===== src/rtl/operand_packer_if.sv =====
// Byte-in / word-out bus of the operand packer: source handshake plus FIFO write side.
interface operand_packer_if;
    logic        in_valid;
    logic [7:0]  in_data;
    logic        in_ready;
    logic [4:0]  left_sig;
    logic        write_req;
    logic [15:0] fifo_write_data;

    modport master (
        output in_valid, in_data, left_sig,
        input  in_ready, write_req, fifo_write_data
    );

    modport slave (
        input  in_valid, in_data, left_sig,
        output in_ready, write_req, fifo_write_data
    );
endinterface


===== src/rtl/operand_packer.sv =====
// Pairs a byte stream into {multiplicand, multiplier} words for the multiplier FIFO (DROP_ZERO_EN drops zero-operand pairs).
// Latency: write_req rises two edges after the second byte is taken; at most one word every 4 cycles.
// Backpressure: in_ready low while a full pair is held; the write waits until left_sig > RESERVE.
module operand_packer #(
    parameter int unsigned RESERVE    = 0,
    parameter int unsigned FIFO_DEPTH = 16
) (
    input  logic                   clk,
    input  logic                   rst_n,
    operand_packer_if.slave        bus,
    output logic [15:0]            word_cnt,
    output logic [7:0]             drop_cnt,
    output logic                   busy
);

    typedef enum logic [1:0] {S_HI, S_LO, S_CHK, S_GAP} state_t;

    localparam logic [4:0] DEPTH5 = 5'(FIFO_DEPTH);
    localparam logic [4:0] RES5   = 5'(RESERVE);

    state_t      state_q, state_d;
    logic [7:0]  hi_q, hi_d;
    logic [7:0]  lo_q, lo_d;
    logic        write_req_q, write_req_d;
    logic [15:0] wdata_q, wdata_d;
    logic [15:0] word_cnt_q, word_cnt_d;
    logic        in_ready;
    logic        xfer;
    logic [4:0]  left_eff;
    logic        space_ok;
`ifdef DROP_ZERO_EN
    logic [7:0]  drop_cnt_q, drop_cnt_d;
`endif

    assign in_ready = (state_q == S_HI) || (state_q == S_LO);
    assign xfer     = bus.in_valid && in_ready;

    // Counts above the FIFO depth are clamped, so they always read as space available.
    assign left_eff = (bus.left_sig > DEPTH5) ? DEPTH5 : bus.left_sig;
    assign space_ok = left_eff > RES5;

    always_comb begin
        state_d     = state_q;
        hi_d        = hi_q;
        lo_d        = lo_q;
        write_req_d = write_req_q;
        wdata_d     = wdata_q;
        word_cnt_d  = word_cnt_q;
`ifdef DROP_ZERO_EN
        drop_cnt_d  = drop_cnt_q;
`endif
        case (state_q)
            S_HI: begin
                if (xfer) begin
                    hi_d    = bus.in_data;
                    state_d = S_LO;
                end
            end
            S_LO: begin
                if (xfer) begin
                    lo_d    = bus.in_data;
                    state_d = S_CHK;
                end
            end
            S_CHK: begin
`ifdef DROP_ZERO_EN
                if ((hi_q == 8'd0) || (lo_q == 8'd0)) begin
                    state_d = S_HI;
                    if (drop_cnt_q != 8'hFF) begin
                        drop_cnt_d = drop_cnt_q + 8'd1;
                    end
                end else
`endif
                if (space_ok) begin
                    write_req_d = 1'b1;
                    wdata_d     = {hi_q, lo_q};
                    state_d     = S_GAP;
                end
            end
            S_GAP: begin
                // One idle cycle lets left_sig account for this write before the next check.
                write_req_d = 1'b0;
                word_cnt_d  = word_cnt_q + 16'd1;
                state_d     = S_HI;
            end
            default: state_d = S_HI;
        endcase
    end

    always_ff @(posedge clk or negedge rst_n) begin
        if (!rst_n) begin
            state_q     <= S_HI;
            hi_q        <= 8'd0;
            lo_q        <= 8'd0;
            write_req_q <= 1'b0;
            wdata_q     <= 16'd0;
            word_cnt_q  <= 16'd0;
`ifdef DROP_ZERO_EN
            drop_cnt_q  <= 8'd0;
`endif
        end else begin
            state_q     <= state_d;
            hi_q        <= hi_d;
            lo_q        <= lo_d;
            write_req_q <= write_req_d;
            wdata_q     <= wdata_d;
            word_cnt_q  <= word_cnt_d;
`ifdef DROP_ZERO_EN
            drop_cnt_q  <= drop_cnt_d;
`endif
        end
    end

    assign bus.in_ready        = in_ready;
    assign bus.write_req       = write_req_q;
    assign bus.fifo_write_data = wdata_q;
    assign word_cnt            = word_cnt_q;
    assign busy                = (state_q != S_HI);
`ifdef DROP_ZERO_EN
    assign drop_cnt            = drop_cnt_q;
`else
    assign drop_cnt            = 8'd0;
`endif

endmodule


===== src/flat_wrapper.sv =====
// flat-port wrapper written by rule: the top's interface ports become plain ports
module operand_packer_flat 
#(
    parameter int unsigned RESERVE    = 0,
    parameter int unsigned FIFO_DEPTH = 16
)
  (clk, rst_n, word_cnt, drop_cnt, busy, bus_in_valid, bus_in_data, bus_left_sig, bus_in_ready, bus_write_req, bus_fifo_write_data);
  operand_packer_if bus_i ();
  input  logic clk;
  input  logic rst_n;
  output logic [15:0] word_cnt;
  output logic [7:0] drop_cnt;
  output logic busy;
  input wire logic [$bits(bus_i.in_valid)-1:0] bus_in_valid;
  input wire logic [$bits(bus_i.in_data)-1:0] bus_in_data;
  input wire logic [$bits(bus_i.left_sig)-1:0] bus_left_sig;
  output wire logic [$bits(bus_i.in_ready)-1:0] bus_in_ready;
  output wire logic [$bits(bus_i.write_req)-1:0] bus_write_req;
  output wire logic [$bits(bus_i.fifo_write_data)-1:0] bus_fifo_write_data;
  assign bus_i.in_valid = bus_in_valid;
  assign bus_i.in_data = bus_in_data;
  assign bus_i.left_sig = bus_left_sig;
  assign bus_in_ready = bus_i.in_ready;
  assign bus_write_req = bus_i.write_req;
  assign bus_fifo_write_data = bus_i.fifo_write_data;
  operand_packer #(.RESERVE(RESERVE), .FIFO_DEPTH(FIFO_DEPTH)) u_core (.clk(clk), .rst_n(rst_n), .bus(bus_i), .word_cnt(word_cnt), .drop_cnt(drop_cnt), .busy(busy));
endmodule

===== config.mk =====
export PLATFORM = sky130hd
export DESIGN_NAME = operand_packer_flat
export DESIGN_NICKNAME = d
export VERILOG_FILES = /design/src/rtl/operand_packer_if.sv /design/src/rtl/operand_packer.sv /design/src/flat_wrapper.sv
export SDC_FILE = /design/constraint.sdc
export NUM_CORES = 1
export LEC_CHECK = 0
export BUFFER_PORTS_ARGS = -buffer_cell sky130_fd_sc_hd__buf_2
export CORE_MARGIN = 4
export CORE_UTILIZATION = 40
export CTS_CLUSTER_DIAMETER = 120
export DETAILED_ROUTE_END_ITERATION = 16
export PLACE_DENSITY = 0.62
export SETUP_SLACK_MARGIN = 0.4
export SLEW_MARGIN = 20
export SYNTH_ARGS = -nofsm -noshare
export SYNTH_HDL_FRONTEND = slang
export SYNTH_SLANG_ARGS = --single-unit
export TNS_END_PERCENT = 30

===== constraint.sdc =====
create_clock -name clk -period 2.05 [get_ports clk]
set_input_delay 0.41 -clock clk [delete_from_list [all_inputs] [get_ports clk]]
set_output_delay 0.41 -clock clk [all_outputs]
set_load 0.01 [all_outputs]

After elaboration in Yosys (flattened, before gate mapping). Cells that the tools add are included.

Bits in registers: 51. Latch bits: 0. Memory bits (writable): 0. Bits in read-only memories: 0. Input bits: 16. Output and inout bits: 43. Logic and storage cells: 32. Memories: 0.

Add/sub/neg operators: 1. $mul: 0. Div/mod/pow operators: 0. Order comparisons: 2. Equal/unequal tests: 6. Shift operators: 0. Multiplexer cells: 7. Bitwise logic cells: 0. Reduce and logical (&&, ||, !) cells: 10.

Operators with widths (count): 16-bit by 1-bit adder with 16-bit output, second input constant (1); 2-bit one-hot mux with 4 select lines (1); 2-bit AND reduction (4); 2-bit 2-to-1 mux (3); 2-bit by 1-bit inequality test with 1-bit output, second input constant (3); 5-bit by 1-bit > comparator with 1-bit output, second input constant (1); 5-bit > comparator, second input constant (1); 5-bit 2-to-1 mux (1); 2-bit == test, second input constant (2); 2-bit nonzero test (2); 3-bit AND reduction (1); 2-bit by 1-bit == test with 1-bit output, second input constant (1); 2-bit logical NOT (1); 1-bit one-hot mux with 2 select lines (1); 1-bit logical AND (1); 1-bit logical OR (1); 1-bit 2-to-1 mux (1).

Depth between registers and ports, before layout.
Depth after elaboration: 5. Gate-level depth with buffers: 6. Depth with buffers taken out: 5.

Least setup slack after synthesis. No wires, ideal clock.

Kind: input to register. From: in bus_left_sig[1]. To: reg u_core.wdata_q[10] (netlist: u_core.bus.fifo_write_data[10]). Library setup time: 125 ps. Data arrival time: 1658 ps. Required time: 1925 ps. Slack: 267 ps. Stages: 4. Cell sequence: or4_4 > o21ai_4 > buf_12 > mux2_4.

Longest elaborated chain between the ends: 4.

Ends and longest elaborated chain: start: declaration (RTL line flat_wrapper.sv:16) `input wire logic [$bits(bus_i.left_sig)-1:0] bus_left_sig;`; 5-bit > comparator (RTL line operand_packer.sv:39) `assign left_eff = (bus.left_sig > DEPTH5) ? DEPTH5 : bus.left_sig;`; 5-bit 2-to-1 mux * (RTL line operand_packer.sv:39); 5-bit by 1-bit > comparator with 1-bit output * (RTL line operand_packer.sv:40) `assign space_ok = left_eff > RES5;`; 2-bit AND reduction (no line) *; end signal: assignment (RTL line operand_packer.sv:106) `wdata_q <= wdata_d;`; end: declaration (RTL line operand_packer.sv:25) `logic [15:0] wdata_q, wdata_d;`.

Every way passes the cells marked *; elsewhere a longest branch is shown, timed or not. A chain may end at the register's enable or synchronous reset.

Final worst setup path.
From: reg u_core.state_q[1]. To: out bus_in_ready.

Longest elaborated chain between the ends: 2. Elaborated cells on any way between the ends: 3.

Ends and longest elaborated chain: start: declaration (RTL line operand_packer.sv:21) `state_t state_q, state_d;`; start signal: assignment (RTL line operand_packer.sv:102) `state_q <= state_d;`; 2-bit by 1-bit == test with 1-bit output / 2-bit logical NOT (equally long branches) (RTL line operand_packer.sv:35) `assign in_ready = (state_q == S_HI) || (state_q == S_LO);`; 1-bit logical OR * (RTL line operand_packer.sv:35); end: declaration (RTL line flat_wrapper.sv:17) `output wire logic [$bits(bus_i.in_ready)-1:0] bus_in_ready;`.

Marked as above.

==> impl_metrics.yaml <==
worst_setup_path:
  crit_arrival_ns: 1.29
  cp-start-kind: "flip-flop"
  crit_required_ns: 1.64
  critPathKind: "flip-flop to primary output"
  worst-path-max-fanout: 3
  cp-end-kind: "primary output"
global_route:
  antenna_found_initial: 0
  grt_use_total_pct: 12.85
  grt_pass1_wl_microns: 6637
  grt-ovfl-total: 0
  grt_pass1_vias: 1411
  grt_max_degree: 52
yosys:
  ys_warn_count: 0
  ys_ff_latch: 51
  synth_area_sq_mm: 0.002222
  synth.distinct_cells: 25
  synthCells: 160
  ys.flop_type: "dfrtp_1"
  yosysMostFrequentCell: "dfrtp_1"
  synth_top_cell_by_area: "dfrtp_1"
  synth_top_area_share_pct: 57.43
  yosysSeqAreaShare_pct: 57.43
  syn_avg_cell_area_sq_um: 13.89
  synthTopCellsByCount: "dfrtp_1, mux2_2, mux2_4, nor2_1, xor2_1"
  synth_area_leaders: "dfrtp_1, mux2_2, mux2_4, xor2_1, ha_1"
  async_reset_ff_share_pct: 100.0
  synth-edff-count: 0
floorplan:
  num_rows: 26
  die_w_microns: 82.54
  core_sq_mm: 0.005238
  die_y_microns: 82.54
  start_util_pct: 42.43
  die_area_sq_mm: 0.006812
  ios: 59
timing:
  fmax_mhz: 589.0
  drv_slew: 0
  post-route-period-util_pct: 82.81
  setup_viol: 0
  min_period_ns: 1.698
  worstMarginPinSlew_ns: 0.6426
  slew_headroom_pct: 57.16
  rsz0062_at_grt: "yes"
  clock_skew_ns: 0.005532
  final-hold-violation-count: 0
  tns_ns: 0
  setup_ws_ns: 0.3523
power:
  finalPower_mw: 3.947
  p_leak_nw: 1.367
  ir_worst_vdd_uv: 781.1
  p_per_area_mw_per_mm2: 1450
final_layout:
  area_growth_pct: 22.52
  drive_gt1_share_pct: 50.00
  num-fill-cells: 478
  stdcell_area_sq_mm: 0.002723
  nNetsFinal: 244
  diodes: 0
clock_tree:
  clk_pin_slew_ns: 0.08
  cts.sinks: 51
  clockRootBuffer: "clkbuf_8"
  cts_buffer_depth: 2
  cts_tree: "yes"
  cts_max_level: 2
  clk_latency_ns: 0.29
  cts_buffers: 5
  hold_buffers: 0
placed_design:
  hpwlAfterDp_microns: 2892
  gp_congestion: 0.7416
  io_buffers: 50
  post-place-ws_ns: 0.1471
  place_area_sq_mm: 0.002536
route:
  routed_wl_microns: 4146
  drc: 0
  route.vias.total: 1353
  vias_per_cell: 4.602
  drtPass1Iterations: 3
  ant_nets: 0
  drt_iter0_markers: 35
  wl_per_cell_microns: 14.10
run:
  maxCapViolCount: 0
outcome:
  outcome: "finished clean"
worst_hold_path:
  hold_path_class: "input port to asynchronous set/reset pin"
-- area by class of cell --
cell class | instances | area (sq um) | share of cell area, %
Sequential cell | 51 | 1276 | 46.87
Multi-Input combinational cell | 99 | 895.9 | 32.90
Tap cell | 70 | 87.58 | 3.217
Clock buffer | 8 | 100.1 | 3.676
Timing Repair Buffer | 59 | 336.6 | 12.36
Inverter | 7 | 26.28 | 0.9651
-- worst max-delay path, stage by stage, from the launching register on --
cell	delay, ns
dfrtp_1	0.37
inv_2	0.07
ha_2	0.19
or2_4	0.25
buf_6	0.12
-- report_power, final --
group	total [mW]	switching (mW)	internal (mW)
Sequential	1.71	0.279	1.43
Clock	0.606	0.298	0.308
Combinational	1.64	0.671	0.965
Total	3.95	1.25	2.70
-- routing by layer --
metal | wire [microns] | GRT usage [%] | share of wire (%) | vias to the layer above
met3 | 298 | 4.013 | 7.2 | 2
met2 | 2023 | 21.39 | 49 | 37
met5 | 0 | 0 | 0 | -
met4 | 19 | 3.431 | 0.46 | 0
li1 | - | - | - | 660
met1 | 1804 | 16.17 | 44 | 654
-- cell families after synthesis --
group,Yosys count,share of synthesized area [%]
AOI/OAI and AO/OA,4,1.915
xor gates and xnor gates,15,5.912
adders and majority gates,5,2.815
buffers and inverters,17,5.011
DFF,51,57.43
muxes,35,19.43
other,1,0.1688
and+or+nand+nor,32,7.320
-- registers in the layout (all words and copies together) (netlist names) --
name,flops
u_core.hi_q,8
u_core.state_q,2
u_core.bus.fifo_write_data,16
u_core.lo_q,8
u_core.bus.write_req,1
u_core.word_cnt,16
-- through the flow --
step / utilization (%) / hold WS (ns) / cells
finish: 51.98 / 0.2186 / 294
global route: 51.98 / 0.2640 / 294
CTS: 51.51 / 0.2385 / 293
detailed placement: 48.42 / 0.4575 / 280
global placement: 48.42 / 0.4521 / 280
floorplan: - / 0.1144 / 167
-- worst paths after layout --
path / from / to / slack (ns) / depth (start not counted)
hold reg to reg: u_core.word_cnt[15] / u_core.word_cnt[15] / 0.46 / 1
hold / removal: rst_n / u_core.word_cnt[5] / 0.22 / 2
min in group clk: bus_in_data[7] / u_core.hi_q[7] / 0.37 / 2
setup reg to reg: u_core.state_q[1] / u_core.state_q[1] / 0.41 / 5
max in group asynchronous: rst_n / u_core.hi_q[7] / 1.40 / 2
setup / recovery: u_core.state_q[1] / bus_in_ready / 0.35 / 4
-- cell usage in the layout (no fill, tap or decap), drive strengths merged, types with 2 or more instances in the layout --
cell type,count
conb,8
ha,5
xor2,9
and4,2
dfrtp,51
nor3,2
buf,59
nand4,4
nor2,9
nand2,7
mux2,35
nand3,4
xnor2,6
clkbuf,8
inv,7
-- repair_timing --
item / 4_1_cts / 5_1_grt
endpoints found under the setup margin: 2 / 11
pin swaps: 3 / 2
buffers inserted: 5 / 1
resized for setup: 7 / 5
Note: power is estimated with default switching activity, not from simulation.
